==> src/rtl/axi_lite_pkg.sv <==
// Shared definitions for the AXI4-Lite register slave: bus widths, response
// codes and the write/read channel state encodings.
package axi_lite_pkg;

    localparam int unsigned REG_W  = 32;
    localparam int unsigned STRB_W = REG_W / 8;

    localparam logic [1:0] RESP_OKAY   = 2'b00;
    localparam logic [1:0] RESP_SLVERR = 2'b10;

    typedef enum logic {
        W_IDLE = 1'b0,
        W_RESP = 1'b1
    } w_state_t;

    typedef enum logic {
        R_IDLE = 1'b0,
        R_DATA = 1'b1
    } r_state_t;

    function automatic logic [1:0] resp_for(input logic hit);
        return hit ? RESP_OKAY : RESP_SLVERR;
    endfunction

endpackage

==> src/rtl/axi_lite_regfile.sv <==
// Register storage: NUM_REGS x 32 bits, byte-enable synchronous write,
// registered read port, synchronous clear of every entry and the read register.
module axi_lite_regfile
    import axi_lite_pkg::*;
#(
    parameter  int unsigned NUM_REGS = 16,
    localparam int unsigned IDX_W    = $clog2(NUM_REGS)
) (
    input  logic              clk,
    input  logic              clear,
    input  logic              wr_en,
    input  logic [IDX_W-1:0]  wr_idx,
    input  logic [REG_W-1:0]  wr_data,
    input  logic [STRB_W-1:0] wr_strb,
    input  logic              rd_en,
    input  logic [IDX_W-1:0]  rd_idx,
    output logic [REG_W-1:0]  rd_data
);

    logic [REG_W-1:0] mem [NUM_REGS];

    // NOTE: storage is cleared by reset because software may read any register
    // straight after reset and must see zero, so it stays in flops, not a RAM macro.
    always_ff @(posedge clk) begin
        if (clear) begin
            for (int i = 0; i < NUM_REGS; i++) begin
                mem[i] <= '0;
            end
        end else if (wr_en) begin
            for (int b = 0; b < STRB_W; b++) begin
                if (wr_strb[b]) begin
                    mem[wr_idx][b*8 +: 8] <= wr_data[b*8 +: 8];
                end
            end
        end
    end

    // A read issued on the same edge as a write returns the old contents.
    always_ff @(posedge clk) begin
        if (clear) begin
            rd_data <= '0;
        end else if (rd_en) begin
            rd_data <= mem[rd_idx];
        end
    end

endmodule

==> src/rtl/axi_lite_slave_regs.sv <==
// AXI4-Lite slave exposing C_NUM_REGS 32-bit registers at C_BASE_ADDR;
// independent write and read channels, one transaction outstanding on each.
module axi_lite_slave_regs
    import axi_lite_pkg::*;
#(
    parameter int unsigned C_S_AXI_ADDR_WIDTH = 32,
    parameter int unsigned C_S_AXI_DATA_WIDTH = 32,
    parameter int unsigned C_NUM_REGS         = 16,
    parameter logic [31:0] C_BASE_ADDR        = 32'h8800_0000
) (
    input  logic                          S_AXI_ACLK,
    input  logic                          S_AXI_ARESET,
    input  logic [C_S_AXI_ADDR_WIDTH-1:0] S_AXI_AWADDR,
    input  logic [2:0]                    S_AXI_AWPROT,
    input  logic                          S_AXI_AWVALID,
    output logic                          S_AXI_AWREADY,
    input  logic [31:0]                   S_AXI_WDATA,
    input  logic [3:0]                    S_AXI_WSTRB,
    input  logic                          S_AXI_WVALID,
    output logic                          S_AXI_WREADY,
    output logic [1:0]                    S_AXI_BRESP,
    output logic                          S_AXI_BVALID,
    input  logic                          S_AXI_BREADY,
    input  logic [C_S_AXI_ADDR_WIDTH-1:0] S_AXI_ARADDR,
    input  logic [2:0]                    S_AXI_ARPROT,
    input  logic                          S_AXI_ARVALID,
    output logic                          S_AXI_ARREADY,
    output logic [31:0]                   S_AXI_RDATA,
    output logic [1:0]                    S_AXI_RRESP,
    output logic                          S_AXI_RVALID,
    input  logic                          S_AXI_RREADY
);

    localparam int unsigned AW    = C_S_AXI_ADDR_WIDTH;
    localparam int unsigned IDX_W = $clog2(C_NUM_REGS);
    localparam logic [AW-1:0] BASE = AW'(C_BASE_ADDR);

    if (C_S_AXI_DATA_WIDTH != 32) begin : g_bad_data_width
        $error("axi_lite_slave_regs supports only a 32-bit data bus");
    end
    if (C_NUM_REGS < 2 || C_NUM_REGS > 256 || (1 << IDX_W) != C_NUM_REGS) begin : g_bad_num_regs
        $error("C_NUM_REGS must be a power of two in 2..256");
    end
    if (AW < IDX_W + 2) begin : g_bad_addr_width
        $error("address bus too narrow for the register window");
    end

    w_state_t w_state, w_state_nx;
    r_state_t r_state, r_state_nx;

    logic              ready_en;
    logic              aw_held, w_held;
    logic [AW-1:0]     awaddr_q;
    logic [REG_W-1:0]  wdata_q;
    logic [STRB_W-1:0] wstrb_q;
    logic [1:0]        bresp_q;
    logic [1:0]        rresp_q;
    logic              r_hit;

    logic              awready_c, wready_c, arready_c;
    logic              aw_hs, w_hs, ar_hs, commit;
    logic [AW-1:0]     wr_addr, wr_off, rd_off;
    logic [REG_W-1:0]  wr_data;
    logic [STRB_W-1:0] wr_strb;
    logic              wr_hit, rd_hit;
    logic [IDX_W-1:0]  wr_idx, rd_idx;
    logic [REG_W-1:0]  rf_rdata;

    // Write channel: the transaction uses whichever of AW/W was latched
    // earlier, or the live bus value when its handshake completes now.
    assign wr_addr = aw_held ? awaddr_q : S_AXI_AWADDR;
    assign wr_data = w_held  ? wdata_q  : S_AXI_WDATA;
    assign wr_strb = w_held  ? wstrb_q  : S_AXI_WSTRB;
    assign wr_off  = wr_addr - BASE;
    assign wr_hit  = (wr_off >> (IDX_W + 2)) == '0;
    assign wr_idx  = wr_off[IDX_W+1:2];

    assign rd_off  = S_AXI_ARADDR - BASE;
    assign rd_hit  = (rd_off >> (IDX_W + 2)) == '0;
    assign rd_idx  = rd_off[IDX_W+1:2];

    assign aw_hs = S_AXI_AWVALID && awready_c;
    assign w_hs  = S_AXI_WVALID  && wready_c;
    assign ar_hs = S_AXI_ARVALID && arready_c;

    // NOTE: every signal driven here gets a default first so that no path
    // through the case leaves it unassigned and infers a latch.
    always_comb begin
        w_state_nx = w_state;
        awready_c  = 1'b0;
        wready_c   = 1'b0;
        commit     = 1'b0;
        case (w_state)
            W_IDLE: begin
                awready_c = ready_en && !aw_held;
                wready_c  = ready_en && !w_held;
                if ((aw_held || (S_AXI_AWVALID && awready_c)) &&
                    (w_held  || (S_AXI_WVALID  && wready_c))) begin
                    commit     = 1'b1;
                    w_state_nx = W_RESP;
                end
            end
            W_RESP: begin
                if (S_AXI_BREADY) begin
                    w_state_nx = W_IDLE;
                end
            end
        endcase
    end

    always_comb begin
        r_state_nx = r_state;
        arready_c  = 1'b0;
        case (r_state)
            R_IDLE: begin
                arready_c = ready_en;
                if (S_AXI_ARVALID && arready_c) begin
                    r_state_nx = R_DATA;
                end
            end
            R_DATA: begin
                if (S_AXI_RREADY) begin
                    r_state_nx = R_IDLE;
                end
            end
        endcase
    end

    // Keeps the READYs low for one cycle after reset is released.
    always_ff @(posedge S_AXI_ACLK) begin
        if (S_AXI_ARESET) begin
            ready_en <= 1'b0;
        end else begin
            ready_en <= 1'b1;
        end
    end

    // NOTE: all state is updated with non-blocking assignments so every flop
    // samples pre-edge values regardless of statement order.
    always_ff @(posedge S_AXI_ACLK) begin
        if (S_AXI_ARESET) begin
            w_state  <= W_IDLE;
            aw_held  <= 1'b0;
            w_held   <= 1'b0;
            awaddr_q <= '0;
            wdata_q  <= '0;
            wstrb_q  <= '0;
            bresp_q  <= RESP_OKAY;
        end else begin
            w_state <= w_state_nx;
            if (aw_hs) begin
                aw_held  <= 1'b1;
                awaddr_q <= S_AXI_AWADDR;
            end
            if (w_hs) begin
                w_held  <= 1'b1;
                wdata_q <= S_AXI_WDATA;
                wstrb_q <= S_AXI_WSTRB;
            end
            if (commit) begin
                bresp_q <= resp_for(wr_hit);
            end
            if (w_state == W_RESP && S_AXI_BREADY) begin
                aw_held <= 1'b0;
                w_held  <= 1'b0;
            end
        end
    end

    always_ff @(posedge S_AXI_ACLK) begin
        if (S_AXI_ARESET) begin
            r_state <= R_IDLE;
            r_hit   <= 1'b0;
            rresp_q <= RESP_OKAY;
        end else begin
            r_state <= r_state_nx;
            if (ar_hs) begin
                r_hit   <= rd_hit;
                rresp_q <= resp_for(rd_hit);
            end
        end
    end

    axi_lite_regfile #(
        .NUM_REGS (C_NUM_REGS)
    ) u_regfile (
        .clk     (S_AXI_ACLK),
        .clear   (S_AXI_ARESET),
        .wr_en   (commit && wr_hit),
        .wr_idx  (wr_idx),
        .wr_data (wr_data),
        .wr_strb (wr_strb),
        .rd_en   (ar_hs && rd_hit),
        .rd_idx  (rd_idx),
        .rd_data (rf_rdata)
    );

    assign S_AXI_AWREADY = awready_c;
    assign S_AXI_WREADY  = wready_c;
    assign S_AXI_BVALID  = (w_state == W_RESP);
    assign S_AXI_BRESP   = bresp_q;
    assign S_AXI_ARREADY = arready_c;
    assign S_AXI_RVALID  = (r_state == R_DATA);
    assign S_AXI_RRESP   = rresp_q;
    // A miss leaves the read register untouched, so mask it to return zero.
    assign S_AXI_RDATA   = r_hit ? rf_rdata : '0;

    logic unused_bits;
    assign unused_bits = ^{S_AXI_AWPROT, S_AXI_ARPROT, wr_off[1:0], rd_off[1:0]};

endmodule

==> config.mk <==
export PLATFORM = sky130hd
export DESIGN_NAME = axi_lite_slave_regs
export DESIGN_NICKNAME = d
export VERILOG_FILES = /design/src/rtl/axi_lite_pkg.sv /design/src/rtl/axi_lite_regfile.sv /design/src/rtl/axi_lite_slave_regs.sv
export SDC_FILE = /design/constraint.sdc
export NUM_CORES = 1
export LEC_CHECK = 0
export CAP_MARGIN = 20
export CORE_ASPECT_RATIO = 1.25
export CORE_UTILIZATION = 65
export DETAILED_ROUTE_END_ITERATION = 12
export PLACE_DENSITY_LB_ADDON = 0.2
export SLEW_MARGIN = 20
export SYNTH_ARGS = -nofsm -noshare
export SYNTH_HDL_FRONTEND = slang
export SYNTH_SLANG_ARGS = --single-unit
export TNS_END_PERCENT = 50
==> constraint.sdc <==
create_clock -name S_AXI_ACLK -period 9.6 [get_ports S_AXI_ACLK]
set_clock_uncertainty 0.2 [all_clocks]
set_input_delay 1.92 -clock S_AXI_ACLK [delete_from_list [all_inputs] [get_ports S_AXI_ACLK]]
set_output_delay 1.92 -clock S_AXI_ACLK [all_outputs]
set_load 0.005 [all_outputs]
==> results of run 1 <==
## where the power goes
| group | switching [uW] | internal (uW) | total, uW |
|---|---|---|---|
| Clock | 964 | 1350 | 2310 |
| Combinational | 328 | 185 | 513 |
| Sequential | 38.3 | 2980 | 3020 |
## layer usage
| metal | wire length, microns | up-vias | global-route usage |
|---|---|---|---|
| met5 | 0 | - | 0 |
| met4 | 3020 | 0 | 0.151 |
| met3 | 7980 | 202 | 0.0696 |
| met2 | 35300 | 1311 | 0.551 |
| met1 | 24700 | 9351 | 0.445 |
| li1 | - | 8237 | - |
## state kept, by name (all words and copies together) (netlist names)
| register | cells |
|---|---|
| u_regfile.mem | 512 |
| u_regfile.rd_data | 32 |
| wdata_q | 32 |
| awaddr_q | 30 |
| wstrb_q | 4 |
| S_AXI_BRESP | 1 |
| S_AXI_BVALID | 1 |
| S_AXI_RRESP | 1 |
| S_AXI_RVALID | 1 |
| aw_held | 1 |
| r_hit | 1 |
| ready_en | 1 |
| w_held | 1 |
## path summary, 6_finish.rpt
kind / from / endpoint / slack (ns)
setup / recovery: S_AXI_AWADDR[7] / u_regfile.mem[4][16] / 4.17
hold / removal: awaddr_q[21] / awaddr_q[21] / 0.25
setup reg to reg: aw_held / u_regfile.mem[4][16] / 5.13
hold reg to reg: awaddr_q[21] / awaddr_q[21] / 0.25
## final cells by class
| class | count | area (sq um) | share of cell area |
|---|---|---|---|
| multi-input cells | 1255 | 9090 | 0.290 |
| diodes | 2 | 5.00 | 0.000160 |
| well taps | 552 | 691 | 0.0220 |
| clock buffers | 85 | 1610 | 0.0515 |
| flip-flops and latches | 618 | 17500 | 0.559 |
| clock inverters | 20 | 273 | 0.00871 |
| inverters | 9 | 33.8 | 0.00108 |
| repair buffers | 229 | 2120 | 0.0677 |
## worst reg2reg max path: stages, from the launching register on
cell,delay [ns]
dfxtp_1,0.96
nor4b_1,0.31
nand2_1,0.12
nor3_2,0.82
o211ai_1,0.47
clkbuf_4,0.34
o21ai_0,0.87
## metrics by stage
| stage | util | std cells |
|---|---|---|
| floorplan | - | 2113 |
| global placement | 0.710 | 2658 |
| detailed placement | 0.712 | 2660 |
| CTS | 0.757 | 2765 |
| global route | 0.758 | 2768 |
| finish | 0.758 | 2770 |
## logic make-up (layout without fill, tap and decap cells)
logic type      Yosys count  after routing  synth area share
buf+inv                 240            343            0.0334
fa+ha+maj                 2              2          0.000914
simple gates            823            823             0.144
mux                     167            167             0.121
other cells               1              4          0.000137
compound gates          259            259            0.0605
flops                   618            618             0.639
xor+xnor                  2              2          0.000640
## layout by cell type, fill, tap and decap left out, drive strengths merged, types with 35 or more instances in the layout
cell and n:
and2 35, mux4 128, nand2 224, buf 87
a21oi 73, edfxtp 512, clkbuf 89, clkdlybuf4s50 138
mux2 36, nor3 521, dfxtp 106, a22oi 65
o21ai 65
==> flow_summary.toml, run 1 <==
[die]
rows = 83
fp.dieW_microns = 186
fp.dieH_microns = 231
core_sq_um = 41300
start_util = 0.663
io_pins = 154
dieArea_sq_um = 43000

[setup_path]
worst-path-buf-inv = 2
path_max_fanout = 13
reg2reg_depth = 6
crit_path_max_incr_delay_ns = 0.87
path_class = "in -> reg"
path_depth = 6
start_kind = "input port"
worstPathRequired_ns = 9.61
endpoint_kind = "register"
path_cells = "clkdlybuf4s50_1 -> or4_1 -> nor4_4 -> o211ai_1 -> clkbuf_4 -> o21ai_0"
critPathTopFamily = "simple AND/OR/NAND/NOR gates"
arrival_ns = 5.44
slowest_stage = "o21ai_0"

[place]
placed_cell_area_sq_um = 29400
place_congestion = 0.820
hpwl_mm = 42.1
numPortBuffers = 141
pre_cts_slack_ns = 3.44

[cells_and_area]
fin_area_sq_um = 31300
nNetsFinal = 2285
area_delta_synth_final_pct = 14.4
fillers = 2538
drive_above_1_share = 0.159

[global_route]
antenna_found_initial = 1
grt_pass1_wl_mm = 107
grt_pass1_vias = 18600
overflow = 0
track_usage = 0.339
grt_max_degree = 257

[clock_network]
cts_tree = "done"
root_buffer = "clkbuf_16"
htree_levels = 2
cts_num_sinks = 618
cts_buffers = 57
post_cts_resized = 0
clock_latency_ns = 0.59
clk_path_buf_depth = 3
clk_pin_slew_ns = 0.06
postCtsSetupBuffers = 0
hold_buffers = 0

[yosys]
seq_area_frac_synth = 0.639
syn_area_sq_um = 27400
ys_async_sr_fraction = 0
synth-main-ff-cell = "edfxtp_1"
synth_largest_area_cell = "edfxtp_1"
synth_edf_count = 512
synthTopCellsByArea = "edfxtp_1 (56%), mux4_2 (11%), nor3_1 (9.5%)"
synth_cells = 2112
yosys_warnings = 0
yosysMostFrequentCell = "nor3_1"
ys_seq_elements = 618
synth_top_area_share = 0.561
synth.avg_cell_area_sq_um = 13.0
synth_cell_types = 42
synth_common_cells = "nor3_1 (519), edfxtp_1 (512), nand2_1 (224)"

[status]
status = "completed"

[sta]
setup-violations-final = 0
slew_headroom = 0.121
hold_viol_final = 0
rsz0062_at_grt = "false"
final.setup.worst_slack_ns = 4.17
period_minus_slack_ns = 5.43
slew_viol_final = 0
fmax_mhz = 184
fin_hold_ws_ns = 0.249
setup_tns_ns = 0
period_share = 0.566
worstMarginPinSlew_ns = 1.32

[power]
total_power_uw = 5840
ir_drop_v = 0.000144
p_leak_uw = 0.0101
power_density_nw_per_um2 = 187

[routing]
wirelength_mm = 71.1
drcViolationCount = 0
vias_per_cell = 6.90
vias = 19100
wl_per_cell_microns = 25.7
dr.pass1.iters = 6
drt_iter0_drc = 2861
ant_nets = 0

[hold_path]
hold_class = "reg -> reg"
hold_depth = 2

[flow_run]
cap_violations = 0
(Power assumes the default switching activity.)
==> inputs of run 2 (changes only) <==
--- a/config.mk
+++ b/config.mk
@@ -7,7 +7,7 @@
 export LEC_CHECK = 0
 export CAP_MARGIN = 20
 export CORE_ASPECT_RATIO = 1.25
-export CORE_UTILIZATION = 65
+export CORE_UTILIZATION = 60
 export DETAILED_ROUTE_END_ITERATION = 12
 export PLACE_DENSITY_LB_ADDON = 0.2
 export SLEW_MARGIN = 20
==> constraint.sdc (replaced) <==
create_clock -name S_AXI_ACLK -period 5.1 [get_ports S_AXI_ACLK]
set_clock_uncertainty 0.2 [all_clocks]
set_input_delay 1.02 -clock S_AXI_ACLK [delete_from_list [all_inputs] [get_ports S_AXI_ACLK]]
set_output_delay 1.02 -clock S_AXI_ACLK [all_outputs]
set_load 0.005 [all_outputs]
==> flow_summary.toml, run 2 (synthesized netlist as in run 1, its figures left out) <==
[sta]
setup-violations-final = 0
slew_headroom = 0.322
setup_tns_ns = 0
period_minus_slack_ns = 3.74
hold_viol_final = 0
slew_viol_final = 0
worstMarginPinSlew_ns = 1.02
fmax_mhz = 267
final.setup.worst_slack_ns = 1.36
period_share = 0.734
rsz0062_at_grt = "false"

[cells_and_area]
largest-register = "u_regfile.mem"
area_delta_synth_final_pct = 15.2
drive_above_1_share = 0.173
largest_register_ffs = 512
largest_registers = "u_regfile.mem (512), u_regfile.rd_data (32), wdata_q (32)"
final_common_cell = "nor3_1"
layout_common_cells = "nor3_1 (519), edfxtp_1 (512), nand2_1 (224)"
nNetsFinal = 2322

[routing]
ant_nets = 0
vias_per_cell = 6.57
dr.pass1.iters = 10
wirelength_mm = 70.8
drt_iter0_drc = 2033
drcViolationCount = 10
wl_per_cell_microns = 25.0
vias = 18600

[place]
place_congestion = 0.805
numPortBuffers = 141
hpwl_mm = 43.8
pre_cts_slack_ns = 0.935

[setup_path]
reg2reg_depth = 9
arrival_ns = 3.84
path_max_fanout = 64
path_class = "reg -> reg"
start_kind = "register"
worstPathRequired_ns = 5.19
endpoint_kind = "register"

[flow_run]
cap_violations = 0

[status]
violations = "design-rule violations"
status = "finished, violations left"

[power]
ir_drop_v = 0.000279
clkPwrFrac = 0.379
power_density_nw_per_um2 = 340
switching_share = 0.234
internal_power_uw = 8230
seqPwrFrac = 0.528
p_leak_uw = 0.0103
p_switching_uw = 2510
combinationalPowerShare = 0.093

[die]
core_sq_um = 45100
start_util = 0.608
rows = 87
fp.dieH_microns = 241
dieArea_sq_um = 46500
io_pins = 154
fp.dieW_microns = 193

[global_route]
track_usage = 0.312
grt_pass1_wl_mm = 107
antenna_found_initial = 2
overflow = 0
grt_pass1_vias = 18800
grt_max_degree = 133

[hold_path]
hold_depth = 2
hold_class = "reg -> reg"

[clock_network]
root_buffer = "clkbuf_16"
cts_num_sinks = 618
clk_path_buf_depth = 3
htree_levels = 2
clock_latency_ns = 0.60
clk_pin_slew_ns = 0.06
hold_buffers = 0
cts_tree = "done"
post_cts_resized = 0
postCtsSetupBuffers = 0
cts_buffers = 57
[run 2: layer usage]
metal	share of wire	up-vias	track usage
met2	0.51	959	0.531
met1	0.37	9201	0.398
met3	0.086	147	0.0560
met4	0.034	2	0.118
met5	0.00018	-	0
li1	-	8297	-
[run 2: per-stage QoR]
step	std cells	power [uW]	instance area (sq um)	utilization	hold slack, ns
2_1_floorplan	2113	6350	27400	-	0.231
3_3_place_gp	2724	6730	29800	0.660	0.238
3_5_place_dp	2724	6760	29800	0.660	0.246
4_1_cts	2831	10800	31500	0.700	0.255
5_1_grt	2833	11000	31500	0.700	0.270
6_report	2834	10700	31500	0.700	0.254
[run 2: final cells by class]
cell class                 count  area, sq um
clock buffer                  76         1560
inverter                       9         33.8
multi-input combinational   1255         9100
clock inverter                31          210
antenna                        1         2.50
sequential                   618        17500
fill                        3163        13500
tap                          578          723
timing repair buffer         266         2420
[run 2: path summary, 6_finish.rpt]
path	startpoint	endpoint	slack (ns)
hold reg to reg	wdata_q[5]	wdata_q[5]	0.25
setup / recovery	aw_held	u_regfile.mem[10][12]	1.36
setup reg to reg	aw_held	u_regfile.mem[10][12]	1.36
hold / removal	wdata_q[5]	wdata_q[5]	0.25
[run 2: critical path: stages (launching register included)]
cell	delay, ns
dfxtp_1	0.94
mux2i_1	0.29
ha_1	0.27
nor2b_1	0.14
a2bb2oi_1	0.32
nor3_2	0.08
buf_4	0.19
o2111ai_4	0.09
buf_4	0.67
nor3_1	0.15
[run 2: power groups by stage]
stage / Combinational, uW / Sequential, uW / Clock (uW)
4_1_cts: 990 / 5670 / 4090
2_1_floorplan: 597 / 5750 / 0
3_3_place_gp: 965 / 5760 / 0
6_report: 996 / 5670 / 4070
5_1_grt: 1060 / 5680 / 4270
3_5_place_dp: 982 / 5780 / 0
